--- src/rtl/ctl_pkg.sv ---
// Shared types and flag bit positions for the CTL carry-in / PC-flag logic.
package ctl_pkg;

  typedef enum logic [1:0] {
    NONE      = 2'd0,
    XCRY_AR0  = 2'd1,
    XCRY_FLAG = 2'd2,
    RSVD      = 2'd3
  } cry_spec_t;

  typedef enum logic [1:0] {
    IDLE      = 2'd0,
    SAVE      = 2'd1,
    PI_ACTIVE = 2'd2,
    RESTORE   = 2'd3
  } pi_state_t;

  localparam int FLG_OV   = 0;
  localparam int FLG_CRY0 = 1;
  localparam int FLG_CRY1 = 2;
  localparam int FLG_USER = 3;

endpackage

--- src/rtl/ctl_pi_seq.sv ---
// PI-cycle sequencer: IDLE -> SAVE -> PI_ACTIVE -> RESTORE -> IDLE.
// save_en / restore_en are high for the whole of the one-cycle SAVE / RESTORE states.
module ctl_pi_seq
  import ctl_pkg::*;
(
  input  logic      clk,
  input  logic      reset,
  input  logic      pi_start,
  input  logic      pi_dismiss,
  output pi_state_t state,
  output logic      save_en,
  output logic      restore_en
);

  pi_state_t state_q;
  pi_state_t state_d;

  always_ff @(posedge clk) begin
    if (reset) begin
      state_q <= IDLE;
    end else begin
      state_q <= state_d;
    end
  end

  always_comb begin
    state_d    = state_q;
    save_en    = 1'b0;
    restore_en = 1'b0;
    case (state_q)
      IDLE: begin
        if (pi_start) state_d = SAVE;
      end
      SAVE: begin
        save_en = 1'b1;
        state_d = PI_ACTIVE;
      end
      PI_ACTIVE: begin
        if (pi_dismiss) state_d = RESTORE;
      end
      RESTORE: begin
        restore_en = 1'b1;
        state_d    = IDLE;
      end
      default: state_d = IDLE;
    endcase
  end

  assign state = state_q;

endmodule

--- src/rtl/ctl_carry_flags.sv ---
// ADX carry-36 generation and the PC-flag register with PI save/restore.
// ar uses machine numbering: machine bit i (bit 0 = sign) is ar[WIDTH-1-i].
module ctl_carry_flags
  import ctl_pkg::*;
#(
  parameter int WIDTH  = 36,
  parameter int NFLAGS = 13
) (
  input  logic              clk,
  input  logic              reset,
  input  logic              cram_ad_carry,
  input  logic [1:0]        cram_cry_spec,
  input  logic [WIDTH-1:0]  ar,
  input  logic              pc_plus1_inh,
  input  logic              ad_cry0,
  input  logic              ad_cry1,
  input  logic              flags_update,
  input  logic              flags_load,
  input  logic              pi_start,
  input  logic              pi_dismiss,
  output logic              adx_carry36,
  output logic [NFLAGS-1:0] flags,
  output logic [NFLAGS-1:0] saved_flags,
  output logic [1:0]        pi_state
);

  generate
    if (NFLAGS < 4 || NFLAGS > WIDTH) begin : g_bad_nflags
      $error("ctl_carry_flags: NFLAGS must be in 4..WIDTH");
    end
    if (NFLAGS < WIDTH) begin : g_ar_low
      logic unused_ar_low;
      assign unused_ar_low = ^ar[WIDTH-NFLAGS-1:0];
    end
  endgenerate

  pi_state_t         state;
  logic              save_en;
  logic              restore_en;
  cry_spec_t         cry_spec;
  logic              carry_term;
  logic              carry_inh;
  logic [NFLAGS-1:0] flags_q;
  logic [NFLAGS-1:0] flags_d;
  logic [NFLAGS-1:0] saved_flags_q;
  logic [NFLAGS-1:0] saved_flags_d;

  ctl_pi_seq u_pi_seq (
    .clk        (clk),
    .reset      (reset),
    .pi_start   (pi_start),
    .pi_dismiss (pi_dismiss),
    .state      (state),
    .save_en    (save_en),
    .restore_en (restore_en)
  );

  assign cry_spec = cry_spec_t'(cram_cry_spec);

  always_comb begin
    carry_term = 1'b0;
    case (cry_spec)
      XCRY_AR0:  carry_term = ar[WIDTH-1];
      XCRY_FLAG: carry_term = flags_q[FLG_CRY0];
      default:   carry_term = 1'b0;
    endcase
    carry_inh   = (pc_plus1_inh && (cry_spec == XCRY_AR0)) || save_en;
    adx_carry36 = carry_inh ? 1'b0 : (cram_ad_carry ^ carry_term);
  end

  // Later assignments win: update < save USER clear < restore < load.
  always_comb begin
    flags_d       = flags_q;
    saved_flags_d = saved_flags_q;
    if (flags_update) begin
      flags_d[FLG_CRY0] = flags_q[FLG_CRY0] | ad_cry0;
      flags_d[FLG_CRY1] = flags_q[FLG_CRY1] | ad_cry1;
      flags_d[FLG_OV]   = flags_q[FLG_OV] | (ad_cry0 ^ ad_cry1);
    end
    if (save_en) begin
      saved_flags_d     = flags_q;
      flags_d[FLG_USER] = 1'b0;
    end
    if (restore_en) begin
      flags_d = saved_flags_q;
    end
    if (flags_load) begin
      flags_d = ar[WIDTH-1 -: NFLAGS];
    end
  end

  always_ff @(posedge clk) begin
    if (reset) begin
      flags_q       <= '0;
      saved_flags_q <= '0;
    end else begin
      flags_q       <= flags_d;
      saved_flags_q <= saved_flags_d;
    end
  end

  assign flags       = flags_q;
  assign saved_flags = saved_flags_q;
  assign pi_state    = state;

endmodule

--- config.mk ---
export PLATFORM = sky130hd
export DESIGN_NAME = ctl_carry_flags
export DESIGN_NICKNAME = d
export VERILOG_FILES = /design/src/rtl/ctl_pkg.sv /design/src/rtl/ctl_pi_seq.sv /design/src/rtl/ctl_carry_flags.sv
export SDC_FILE = /design/constraint.sdc
export NUM_CORES = 1
export LEC_CHECK = 0
export ABC_AREA = 1
export CAP_MARGIN = 20
export CORE_MARGIN = 2
export CORE_UTILIZATION = 38
export CTS_CLUSTER_DIAMETER = 50
export DETAILED_ROUTE_END_ITERATION = 6
export PLACE_DENSITY = 0.83
export SLEW_MARGIN = 25
export SYNTH_ARGS = -nofsm -noshare
export SYNTH_HDL_FRONTEND = slang
export SYNTH_SLANG_ARGS = --single-unit
--- constraint.sdc ---
create_clock -name clk -period 1.5 [get_ports clk]
set_input_delay 0.225 -clock clk [delete_from_list [all_inputs] [get_ports clk]]
set_output_delay 0.225 -clock clk [all_outputs]
set_load 0.05 [all_outputs]
* Word-level counts from Yosys, hierarchy flattened *
Index checks and enable logic that the tools add are counted.

operators by class
  bitwise operators = 5
  equality and inequality tests = 7
  reductions and logical operators = 7
  multiplexer cells = 11

operator list
  kind                                                              number
  13-bit two-way mux                                                2
  2-bit one-hot mux with 4 select lines                             1
  2-bit == test (second input constant)                             3
  3-bit nonzero test                                                2
  2-bit by 1-bit == test with 1-bit output (second input constant)  2
  1-bit two-way mux                                                 4
  2-bit two-way mux                                                 2
  2-bit inequality test (second input constant)                     2
  3-bit two-way mux                                                 1
  1-bit bitwise OR                                                  3
  2-bit logical NOT                                                 1
  1-bit one-hot mux with 2 select lines                             1
  2-bit AND reduction                                               1
  2-bit nonzero test                                                1
  1-bit XOR                                                         2
  1-bit logical AND                                                 1
  1-bit logical OR                                                  1

word-level totals
  input port bits = 48
  output and inout port bits = 29
  register bits = 28

* Depth between registers and ports, before layout *
  depth in word-level cells = 5
  gate-level depth with buffers = 8
  mapped depth without buffers = 7

* By module *
Synthesis repeated with hierarchy kept, for this count alone.

unflattened totals
  cells, all modules = 202
  area total of the unflattened synthesis = 1407.6 um^2

by module, submodules not included
  module           cells an instance  instances  area an instance (um^2)
  ctl_carry_flags  178                1          1227.4
  ctl_pi_seq       24                 1          180.2

* Least setup slack after synthesis *
Ideal clock, no wire load.

  path kind = register -> output
  start = register u_pi_seq.state_q[1] (netlist: u_pi_seq.state[1])
  end = output adx_carry36
  required time = 1.275 ns
  path buffers = 0
  arrival = 2.022 ns
  stages on the path, launching flop included = 6
  path slack = -0.747 ns
  path through = dfxtp_1 inv_1 ha_1 inv_1 nand2_1 a21oi_1

on the way
  word-level cells in the longest chain between the ends = 4

RTL lines
  element                                   RTL line               RTL
  from (decl)                               ctl_pi_seq.sv:15       pi_state_t state_q;
  from (signal assigned)                    ctl_pi_seq.sv:22       state_q <= state_d;
  2-bit by 1-bit == test with 1-bit output  ctl_pi_seq.sv:30       case (state_q)
  1-bit two-way mux                         ctl_pi_seq.sv:30
  1-bit logical OR                          ctl_carry_flags.sv:67  carry_inh = (pc_plus1_inh && (cry_spec == XCRY_AR0)) || save_en;
  1-bit two-way mux                         ctl_carry_flags.sv:68  adx_carry36 = carry_inh ? 1'b0 : (cram_ad_carry ^ carry_term);
  to (decl)                                 ctl_carry_flags.sv:21  output logic adx_carry36,

No other way between the ends.

* Final worst setup path *
Same ends and word-level chain as after synthesis.

==> insert_results.sql <==
INSERT INTO impl_metrics (metric_group, metric, value, unit) VALUES
('floorplan', 'die_area', '4030', 'µm²'),
('power_and_ir_drop', 'power_leakage', '1.03', 'nW'),
('run', 'max-cap-violations', '0', ''),
('routing', 'drc', '0', ''),
('routing', 'vias', '1448', ''),
('logic_synthesis', 'mappedNetlistArea', '1350', 'µm²'),
('cts', 'cts.htree.levels', '1', ''),
('logic_synthesis', 'postSynth.topFlopCell', 'sky130_fd_sc_hd__dfxtp_1', ''),
('run_status', 'violated_checks', 'negative setup slack', ''),
('sta', 'post-route-worst-setup-slack', '-0.00844', 'ns'),
('setup_path', 'critical-path-slowest-cell', 'sky130_fd_sc_hd__dfxtp_4', ''),
('routing', 'detail_route.wl_per_cell', '12.1', 'µm'),
('floorplan', 'die_width', '63.5', 'µm'),
('global_routing', 'largest_net_degree_at_the_start_of_global_routing', '27', ''),
('logic_synthesis', 'synth_warnings', '0', ''),
('finish', 'syn_to_final_growth', '53.2', '%'),
('cts', 'cts.clk_slew.worst_paths', '0.15', 'ns'),
('finish', 'num-nets-final', '313', ''),
('sta', 'hold_viol', '0', ''),
('cts', 'clock_sink_count', '28', ''),
('setup_path', 'critPathKind', 'reg2out', ''),
('sta', 'fin_crit_sh', '1.01', ''),
('floorplan', 'start_util', '0.400', ''),
('global_routing', 'initial_antenna_violation_count', '0', ''),
('routing', 'vias_per_cell', '4.78', ''),
('finish', 'utilization', '0.613', ''),
('sta', 'tns', '-0.00844', 'ns'),
('logic_synthesis', 'syn_inst', '191', ''),
('finish', 'num_antenna_cells', '0', ''),
('cts', 'root_buffer', 'sky130_fd_sc_hd__clkbuf_4', ''),
('logic_synthesis', 'yosys.area.top_type', 'sky130_fd_sc_hd__dfxtp_1', ''),
('floorplan', 'num_io_pins', '77', ''),
('setup_path', 'worst_path_dominant_cell_family', 'flip-flops', ''),
('floorplan', 'core_region_area', '3360', 'µm²'),
('setup_path', 'worstSetupStartpointType', 'flip-flop', ''),
('sta', 'fin_hold_ws', '0.444', 'ns'),
('power_and_ir_drop', 'power_density', '1720', 'nW/µm²'),
('routing', 'drt_pass1_iterations', '4', ''),
('sta', 'finalSetupViolations', '1', ''),
('sta', 'report.final.slew_viol_count', '0', ''),
('routing', 'route.antenna.remaining_nets', '0', ''),
('cts', 'cts_made_buffers', '3', ''),
('worst_hold_path', 'hold_class', 'in2reg', ''),
('cts', 'clock_insertion_delay_worst_skew', '0.33', 'ns'),
('logic_synthesis', 'top_area_cells_in_the_synthesized_netlist', 'sky130_fd_sc_hd__dfxtp_1 42%, sky130_fd_sc_hd__nand2_1 12%, sky130_fd_sc_hd__nor2_1 9.2%, sky130_fd_sc_hd__o21ai_0 7.4%, sky130_fd_sc_hd__ha_1 6.5%', ''),
('sta', 'tightestPinTransition', '0.689', 'ns'),
('logic_synthesis', 'synth_seq_cells', '28', ''),
('setup_path', 'worstPathBufferInverterCount', '3', ''),
('logic_synthesis', 'synth.distinct_cells', '20', ''),
('sta', 'final_period_minus_worst_setup_slack', '1.51', 'ns'),
('finish', 'finalNonFillerCells', '303', ''),
('place', 'pre_cts_slack', '-0.298', 'ns'),
('logic_synthesis', 'mappedNetlistNets', '246', ''),
('place', 'gpl.final_weighted_congestion', '0.772', ''),
('sta', 'fmax', '0.663', 'GHz'),
('global_routing', 'first_global_vias', '1306', ''),
('logic_synthesis', 'async_reset_ff_frac', '0', ''),
('setup_path', 'critical_path.max_fanout', '2', ''),
('logic_synthesis', 'postSynthAreaPerCell', '7.05', 'µm²'),
('setup_path', 'critical_path_endpoint_category', 'output pin', ''),
('sta', 'clock_skew', '0.0107', 'ns'),
('power_and_ir_drop', 'vdd.ir_drop.worst', '0.968', 'mV'),
('sta', 'slew_limit_headroom', '0.540', ''),
('logic_synthesis', 'yosysMostFrequentCell', 'sky130_fd_sc_hd__nand2_1', ''),
('finish', 'drive_above_1_share', '0.261', ''),
('place', 'numPortBuffers', '53', ''),
('run_status', 'run_status', 'finished, violations left', ''),
('floorplan', 'die_height', '63.5', 'µm'),
('routing', 'routed_wirelength', '3.67', 'mm'),
('cts', 'tritoncts', 'built', ''),
('global_routing', 'grt_first_pass_wirelength', '6.02', 'mm');
## flip-flops by register name, summed over array words and instances (netlist names)
| register | cells |
|---|---|
| flags | 13 |
| u_pi_seq.state | 2 |
| saved_flags | 13 |
## area by class of cell
| type | count | area (µm²) |
|---|---|---|
| sequential | 28 | 567 |
| inverter | 21 | 83.8 |
| multi-input combinational | 135 | 697 |
| clock buffer | 4 | 36.3 |
| tap | 46 | 57.6 |
| fill | 329 | 1300 |
| timing repair buffer | 69 | 621 |
## repair_timing
item | 4_1_cts | 5_1_grt
pin swaps | 3 | 5
setup buffers | 5 | 0
gates resized for setup | 10 | 7
setup endpoints to repair | 1 | 2
## cells by family (layout without fill, tap and decap cells)
family / Yosys count / after routing / share of synthesized area
adder cells (fa/ha/maj): 7 / 7 / 0.0651
buffers and inverters: 28 / 94 / 0.0985
flip-flops: 28 / 28 / 0.416
AO/OA/AOI/OAI: 28 / 28 / 0.110
AND/OR/NAND/NOR: 100 / 100 / 0.310
## layout by cell type, fill, tap and decap left out, types with 2 or more instances in the layout
cell and count:
sky130_fd_sc_hd__clkdlybuf4s50_1 21, sky130_fd_sc_hd__a31oi_1 2, sky130_fd_sc_hd__a21oi_1 3, sky130_fd_sc_hd__dfxtp_2 2, sky130_fd_sc_hd__buf_12 4, sky130_fd_sc_hd__nor3_1 2, sky130_fd_sc_hd__and3_1 2, sky130_fd_sc_hd__dlygate4sd2_1 2
sky130_fd_sc_hd__inv_4 2, sky130_fd_sc_hd__clkbuf_4 3, sky130_fd_sc_hd__o211ai_1 2, sky130_fd_sc_hd__nand3_1 17, sky130_fd_sc_hd__nand2_1 41, sky130_fd_sc_hd__nand2_2 3, sky130_fd_sc_hd__buf_4 41, sky130_fd_sc_hd__ha_1 4
sky130_fd_sc_hd__inv_2 4, sky130_fd_sc_hd__nor2_1 33, sky130_fd_sc_hd__inv_1 15, sky130_fd_sc_hd__ha_4 2, sky130_fd_sc_hd__dfxtp_1 25, sky130_fd_sc_hd__o21ai_0 20
## metal layers
metal	GRT usage	vias up	share of wire
li1	-	737	-
met1	0.236	654	0.44
met2	0.311	51	0.48
met3	0.0500	6	0.068
met4	0.0489	0	0.013
met5	0	-	0
## tightest hold or removal path, stage by stage
cell                            delay, ns
sky130_fd_sc_hd__dlygate4sd2_1       0.25
sky130_fd_sc_hd__buf_4               0.13
sky130_fd_sc_hd__nand2_1             0.07
sky130_fd_sc_hd__a31oi_1             0.08
## per-stage QoR
| stage | area (µm²) | power [mW] |
|---|---|---|
| global route | 2060 | 3.74 |
| floorplan | 1360 | 2.39 |
| detailed placement | 1960 | 3.04 |
| finish | 2060 | 3.55 |
| global placement | 1960 | 3.01 |
| CTS | 2050 | 3.52 |
## power breakdown
group          internal, mW  total, mW  switching (mW)
sequential            0.959       1.13           0.168
clock                 0.149      0.368           0.219
combinational         0.713       2.05            1.34
## worst paths after layout
check / to / cells after the start / slack (ns) / from
setup / recovery: adx_carry36 / 6 / -0.008 / u_pi_seq.state[1]$_SDFFE_PP0P_
hold / removal: flags[12]$_SDFFE_PP0P_ / 4 / 0.44 / ar[35]
setup reg to reg: saved_flags[9]$_SDFFE_PP0P_ / 9 / 0.10 / u_pi_seq.state[1]$_SDFFE_PP0P_
hold reg to reg: flags[12]$_SDFFE_PP0P_ / 2 / 0.51 / flags[12]$_SDFFE_PP0P_
Note: power is estimated with default switching activity, not from simulation.
